===== src/rtl/ni_qdi_tx.sv =====
// Clocked-to-QDI network-interface transmitter: a flit FIFO drains into a
// 1-of-4 encoder. Each flit is sent to the router as a 4-phase return-to-zero
// token. A tail flit is followed by a separate eof token on o4.
module ni_qdi_tx #(
  parameter int DW   = 32,
  parameter int SCN  = DW / 2,
  parameter int FD   = 4,
  parameter int SYNC = 2
) (
  input  logic           clk,
  input  logic           rst,
  input  logic [DW-1:0]  in_data,
  input  logic           in_eof,
  input  logic           in_valid,
  output logic           in_ready,
  output logic [SCN-1:0] o0,
  output logic [SCN-1:0] o1,
  output logic [SCN-1:0] o2,
  output logic [SCN-1:0] o3,
  output logic           o4,
  input  logic           oa,
  output logic           idle
);

  localparam int AW = $clog2(FD);
  localparam int CW = AW + 1;

  typedef enum logic [2:0] {S_IDLE, S_DATA, S_RTZ, S_EOFT, S_EOFRTZ} state_t;

  logic [DW:0]     mem [FD];
  logic [AW-1:0]   wr_q, rd_q;
  logic [CW-1:0]   cnt_q;
  logic            rdy_en_q;
  logic            full, empty, push, pop;
  logic [DW-1:0]   hd_data;
  logic            hd_eof;

  logic [SYNC-1:0] sync_q;
  logic            ack_s;

  state_t          state_q, state_d;
  logic [SCN-1:0]  o0_q, o1_q, o2_q, o3_q, o0_d, o1_d, o2_d, o3_d;
  logic [SCN-1:0]  enc0, enc1, enc2, enc3;
  logic            o4_q, o4_d, eof_q, eof_d;

  assign full     = (cnt_q == CW'(FD));
  assign empty    = (cnt_q == '0);
  // rdy_en_q keeps in_ready low during reset and until the first edge after release
  assign in_ready = rdy_en_q && !full;
  assign push     = in_valid && in_ready;
  assign hd_data  = mem[rd_q][DW-1:0];
  assign hd_eof   = mem[rd_q][DW];
  assign ack_s    = sync_q[SYNC-1];

  // FIFO storage; entries need no reset because count gates every read
  always_ff @(posedge clk) begin
    if (push) mem[wr_q] <= {in_eof, in_data};
  end

  // FIFO pointers and occupancy; pointers wrap naturally since FD is a power of 2
  always_ff @(posedge clk or posedge rst) begin
    if (rst) begin
      wr_q     <= '0;
      rd_q     <= '0;
      cnt_q    <= '0;
      rdy_en_q <= 1'b0;
    end else begin
      rdy_en_q <= 1'b1;
      if (push) wr_q <= wr_q + 1'b1;
      if (pop)  rd_q <= rd_q + 1'b1;
      cnt_q <= cnt_q + CW'(push) - CW'(pop);
    end
  end

  // Ack synchroniser; the FSM only ever looks at the last stage
  always_ff @(posedge clk or posedge rst) begin
    if (rst) begin
      sync_q <= '0;
    end else begin
      sync_q[0] <= oa;
      for (int i = 1; i < SYNC; i++) sync_q[i] <= sync_q[i-1];
    end
  end

  // 1-of-4 encode of the FIFO head: bit pair value v raises rail v of that sub-channel
  always_comb begin
    enc0 = '0;
    enc1 = '0;
    enc2 = '0;
    enc3 = '0;
    for (int k = 0; k < SCN; k++) begin
      case (hd_data[2*k +: 2])
        2'd0:    enc0[k] = 1'b1;
        2'd1:    enc1[k] = 1'b1;
        2'd2:    enc2[k] = 1'b1;
        default: enc3[k] = 1'b1;
      endcase
    end
  end

  // Handshake FSM: rails are only ever set from spacer or cleared to spacer
  always_comb begin
    state_d = state_q;
    o0_d    = o0_q;
    o1_d    = o1_q;
    o2_d    = o2_q;
    o3_d    = o3_q;
    o4_d    = o4_q;
    eof_d   = eof_q;
    pop     = 1'b0;
    case (state_q)
      S_IDLE: if (!empty && !ack_s) begin
        pop     = 1'b1;
        o0_d    = enc0;
        o1_d    = enc1;
        o2_d    = enc2;
        o3_d    = enc3;
        eof_d   = hd_eof;
        state_d = S_DATA;
      end
      S_DATA: if (ack_s) begin
        o0_d    = '0;
        o1_d    = '0;
        o2_d    = '0;
        o3_d    = '0;
        state_d = S_RTZ;
      end
      S_RTZ: if (!ack_s) begin
        if (eof_q) begin
          o4_d    = 1'b1;
          state_d = S_EOFT;
        end else begin
          state_d = S_IDLE;
        end
      end
      S_EOFT: if (ack_s) begin
        o4_d    = 1'b0;
        state_d = S_EOFRTZ;
      end
      S_EOFRTZ: if (!ack_s) state_d = S_IDLE;
      default: state_d = S_IDLE;
    endcase
  end

  // FSM and rail registers; reset drops any in-flight token immediately
  always_ff @(posedge clk or posedge rst) begin
    if (rst) begin
      state_q <= S_IDLE;
      o0_q    <= '0;
      o1_q    <= '0;
      o2_q    <= '0;
      o3_q    <= '0;
      o4_q    <= 1'b0;
      eof_q   <= 1'b0;
    end else begin
      state_q <= state_d;
      o0_q    <= o0_d;
      o1_q    <= o1_d;
      o2_q    <= o2_d;
      o3_q    <= o3_d;
      o4_q    <= o4_d;
      eof_q   <= eof_d;
    end
  end

  assign o0   = o0_q;
  assign o1   = o1_q;
  assign o2   = o2_q;
  assign o3   = o3_q;
  assign o4   = o4_q;
  assign idle = empty && (state_q == S_IDLE) && !ack_s;

endmodule

===== config.mk =====
export PLATFORM = sky130hd
export DESIGN_NAME = ni_qdi_tx
export DESIGN_NICKNAME = d
export VERILOG_FILES = /design/src/rtl/ni_qdi_tx.sv
export SDC_FILE = /design/constraint.sdc
export NUM_CORES = 1
export LEC_CHECK = 0
export CORE_MARGIN = 2
export CORE_UTILIZATION = 54
export CTS_CLUSTER_SIZE = 14
export DETAILED_ROUTE_END_ITERATION = 8
export DONT_BUFFER_PORTS = 1
export GPL_ROUTABILITY_DRIVEN = 0
export PLACE_DENSITY = 0.81
export SYNTH_ARGS = -nofsm -noshare
export SYNTH_HDL_FRONTEND = slang
export SYNTH_SLANG_ARGS = --single-unit

===== constraint.sdc =====
create_clock -name clk -period 3.73 [get_ports clk]
set_input_delay 0.373 -clock clk [delete_from_list [all_inputs] [get_ports clk]]
set_output_delay 0.373 -clock clk [all_outputs]
set_load 0.005 [all_outputs]

## Word level (Yosys, flattened, before mapping)

Memory sizes are Yosys's and may differ from the RTL's.
Cells that the tools add are included.

| storage, ports and cells | value |
|---|---|
| flip-flop bits (word level) | 79 |
| memory bits (writable) | 132 |
| input port bits | 37 |
| output and inout port bits | 67 |
| memories kept | 1 |

Memory list:

| name | depth | width | read ports | clocked after memory_dff | wr ports | line | RTL |
|---|---|---|---|---|---|---|---|
| mem | 4 | 33 | 1 | 0 | 1 | 30 | `logic [DW:0] mem [FD];` |

| operators by class | value |
|---|---|
| add/subtract/negate cells | 4 |
| eq/ne operators | 43 |
| multiplexer cells | 88 |
| reductions and logical operators | 48 |

Operator list:

| cell | count |
|---|---|
| $pmux W16 S2 | 4 |
| $mux W16 | 5 |
| $mux W1 | 71 |
| $reduce_or A3 Y1 | 16 |
| $eq A2 B1 Y1 const B | 16 |
| $eq A2 B2 Y1 const B | 16 |
| $logic_not A2 Y1 | 16 |
| $mux W3 | 5 |
| $pmux W3 S5 | 1 |
| $ne A2 B2 Y1 const B | 6 |
| $eq A3 B2 Y1 const B | 2 |
| $eq A3 B3 Y1 const B | 2 |
| $logic_not A3 Y1 | 2 |
| $logic_and A1 B1 Y1 | 5 |
| $reduce_and A5 Y1 | 1 |
| $add A2 B1 Y2 const B | 2 |
| $reduce_and A4 Y1 | 1 |
| $reduce_bool A2 Y1 | 2 |
| $add A3 B1 Y3 | 1 |
| $eq A3 B1 Y1 const B | 1 |
| $logic_not A1 Y1 | 3 |
| $reduce_and A3 Y1 | 1 |
| $sub A3 B1 Y3 | 1 |
| $mux W2 | 1 |
| 2 further kinds | 2 |

## Depth between registers and ports, before layout

| depth | value |
|---|---|
| word-level depth | 6 |
| depth in mapped cells | 11 |

## Worst setup path after synthesis

OpenSTA, ideal clock, no wires.

| timing | value |
|---|---|
| kind | register -> register |
| from | register cnt_q[0] |
| to | register cnt_q[2] |
| data arrival time | 2.320 ns |
| required time | 3.607 ns |
| setup slack | 1.287 ns |
| cell stages (with the launch flop) | 11 |
| clock period less this slack | 2.443 ns |
| cells stage by stage | dfrtp_1 > or3_1 > nand3_2 > inv_2 > clkbuf_1 > ha_1 > inv_1 > ha_1 > fa_1 > xnor2_1 > xnor2_1 |

| between the ends | value |
|---|---|
| cells in the longest elaborated chain, start to end | 6 |
| elaborated cells between the ends (all ways) | 11 |

RTL lines:

| item | line | RTL |
|---|---|---|
| start, declared | 32 | `logic [CW-1:0] cnt_q;` |
| start signal, assigned | 71 | `cnt_q <= cnt_q + CW'(push) - CW'(pop);` |
| $logic_not A3 Y1 | 47 | `assign empty = (cnt_q == '0);` |
| $logic_not A1 Y1 | 112 | `S_IDLE: if (!empty && !ack_s) begin` |
| $logic_and A1 B1 Y1 | 112 |  |
| $mux W1 | 112 |  |
| $mux W1 | 111 | `case (state_q)` |
| net pop | 34 | `logic full, empty, push, pop;` |
| $sub A3 B1 Y3 | 71 |  |

The timed path passes the listed nets, and every way through them passes these cells.
A chain may end at the register's enable or synchronous reset.

## Final worst setup path

| timing | value |
|---|---|
| from | register cnt_q[0] |
| to | register cnt_q[2] |

| between the ends | value |
|---|---|
| cells in the longest elaborated chain, start to end | 6 |
| elaborated cells between the ends (all ways) | 11 |

RTL lines:

| item | line | RTL |
|---|---|---|
| $eq A3 B3 Y1 | 46 | `assign full = (cnt_q == CW'(FD));` |
| $logic_not A1 Y1 | 49 | `assign in_ready = rdy_en_q && !full;` |
| $logic_and A1 B1 Y1 | 49 |  |
| net in_ready | 15 | `output logic in_ready,` |
| $logic_and A1 B1 Y1 | 50 | `assign push = in_valid && in_ready;` |
| $add A3 B1 Y3 | 71 |  |
| $sub A3 B1 Y3 | 71 |  |

The timed path passes the listed nets, and every way through them passes these cells.

==> run metrics <==
outcome=finished, final reports clean; gr ovfl total=0; slowest cell on the critical path=a21boi_0; Worst EP required=4.14 ns; worst hold path class=in2reg; share of layout cells above drive strength 1=17.21%; WL per Instance=23.10 um; Net Count, Synth=478; yosys warns=0; clk slew on worst S/H paths=0.06 ns; most frequent cells in the layout=edfxtp_1 (132), dfrtp_1 (78), dlygate4sd3_1 (35); Worst setup EP type=flop; drt pass-1 iters=4; slowest cell delay on critical path=0.56 ns; worst slew pin tran=1.188 ns; synth top area cells=edfxtp_1 (50%), dfrtp_1 (25%), mux4_2 (9.3%); Setup Buffers After CTS=0; Relative slew margins=20.83%; Tcrit/Tclk final=71.28%; Final min period=2.659 ns; CTS HTree Levels=1; Worst EP arrival=3.07 ns; Final Hold Vio Count=0; chip height=125.3 um; Power per Cell Area=777.8 nW/um^2; routed vias/inst=6.099; # clock sinks=211; Vias=4,147; DRC viols=0; area of the multi-input gates=1857 um^2; Area growth, synth to finish=15.80%; final net count=522; RSZ-0062 raised after global routing=no; dominant cell type by area after synthesis=edfxtp_1; Final Slew Violations=0; CTS tree=done; Max FO, Critical Path=6; area fraction of the dominant cell type after synthesis=49.87%; final WL=15,710 um; Root Buffer=clkbuf_16; antenna-violating nets left=0; Setup Skew=0.02061 ns; die footprint=15,710 um^2; IO buf count=0; worst-path cell chain=nor2_1 > a21boi_0 > and2_1 > inv_1 > ha_1 > inv_1 > ha_1 > fa_1 > xnor2_1 > xnor2_1; vias in the first global route=4,464; cell family with most CP delay=adder cells; GRT Util Overall=20.59%; HPWL Detailed=9291 um; worst IR drop on VDD=439.2 uV; Startpoint Class=flop; cts bufs inserted=22; worst-case clock buffer depth=3; Seq cells post-synth=211; row count=44; largest net degree at the start of global routing=65; Chip Width=125.3 um; # fillers=980; most common cell after layout, fill and taps aside=edfxtp_1; fmax=0.3761 GHz; Crit Path Category=reg2reg; Syn Std Cell Area=7949 um^2; initial antenna violation count=3; Setup-failing EPs final=0; Static Leakage=3.502 nW; Top-Level Pins=104; worst slack at placement=1.171 ns; Starting DRT DRC Count=319; Clock Latency Late Sink=0.51 ns; register area=5942 um^2; WP buf/inv=2; post-synthesis cell type count=33; CORE AREA=14,480 um^2; first-pass GRT wire length=25,040 um; Starting Density=54.90%; final setup margin=1.071 ns; register area share after synthesis=74.74%; Mean Syn Cell Area=18.32 um^2; sum of negative setup slack=0 ns; # Max-Cap Violations=0; Mapped Cells=434
-- logic make-up after synthesis --
logic type      synth area share (%)
mux                            9.633
flops                          74.74
simple gates                   4.124
other cells                  0.04718
xor+xnor                      0.6611
fa+ha+maj                      1.196
compound gates                 7.618
buf+inv                        1.983
-- registers in the layout, indices dropped and copies added (netlist names) --
name and flops:
mem 132, o0 16, o1 16, o2 16
o3 16, cnt_q 3, state_q 3, rd_q 2
sync_q 2, wr_q 2, eof_q 1, o4 1
rdy_en_q 1
-- repair_timing --
| action | 4_1_cts | 5_1_grt |
|---|---|---|
| hold buffers | 35 | 0 |
| gates resized for setup | 0 | 0 |
| hold endpoints to repair | 168 | 0 |
| setup endpoints to repair | 0 | 0 |
-- through the flow --
| stage | instance area [um^2] | util (%) | cells | hold slack (ns) | power, W |
|---|---|---|---|---|---|
| after floorplan | 7949 | - | 434 | 0.3312 | 0.004565 |
| after global placement | 8113 | 56.03 | 603 | 0.3379 | 0.004881 |
| after detailed placement | 8113 | 56.03 | 603 | 0.3470 | 0.004984 |
| after CTS | 9200 | 63.54 | 678 | 0.1596 | 0.007206 |
| after global routing | 9203 | 63.56 | 679 | 0.1820 | 0.007502 |
| final | 9205 | 63.58 | 680 | 0.1811 | 0.007160 |
-- where the power goes --
group	internal (W)	leakage (nW)	total [W]	switching, W
logic	0.000758	0.910	0.00166	0.000902
clock network	0.00131	0.363	0.00217	0.000868
registers	0.00294	2.23	0.00333	0.000388
total	0.00500	3.50	0.00716	0.00216
-- routing by layer --
metal  vias to the layer above  GRT usage (%)  share of wire [%]
li1                       1804              -                  -
met4                         2          6.667                2.2
met5                         -              0              0.083
met3                        29          5.477                6.1
met2                       144          35.13                 52
met1                      2168          26.02                 39
-- Yosys cell counts, drive strengths merged --
cell     count
a31oi        1
dfrtp       79
xor2         1
a211o        1
inv          8
edfxtp     132
fa           1
a32o        16
xnor2        5
and2         2
o21ai        3
a22o        16
ha           6
nand2       24
or4          1
o21a         1
a21o        16
nor2        20
buf         15
and3         4
mux4        33
conb         1
a21boi       1
nand3        1
o2bb2ai     16
mux2         2
or3          2
clkbuf       7
nor3        19
-- worst paths after layout --
check	startpoint	end	slack [ns]	cells after the start
setup / recovery	cnt_q[0]	cnt_q[2]	1.07	10
hold / removal	in_valid	wr_q[0]	0.18	2
setup reg to reg	cnt_q[0]	cnt_q[2]	1.07	10
hold reg to reg	sync_q[0]	sync_q[1]	0.35	0
max in group asynchronous	rst	o0[13]	2.33	3
min in group asynchronous	rst	o1[5]	0.40	2
-- layout make-up --
cell class                 count  share of cell area, %
clock inverter                 6                 0.7612
multi-input combinational    193                  20.17
inverter                       8                 0.3398
clock buffer                  34                  7.245
antenna                        2                0.05437
tap                          184                  2.501
timing repair buffer          42                  4.377
sequential                   211                  64.55
No activity file was read; power rests on OpenSTA's default activity.
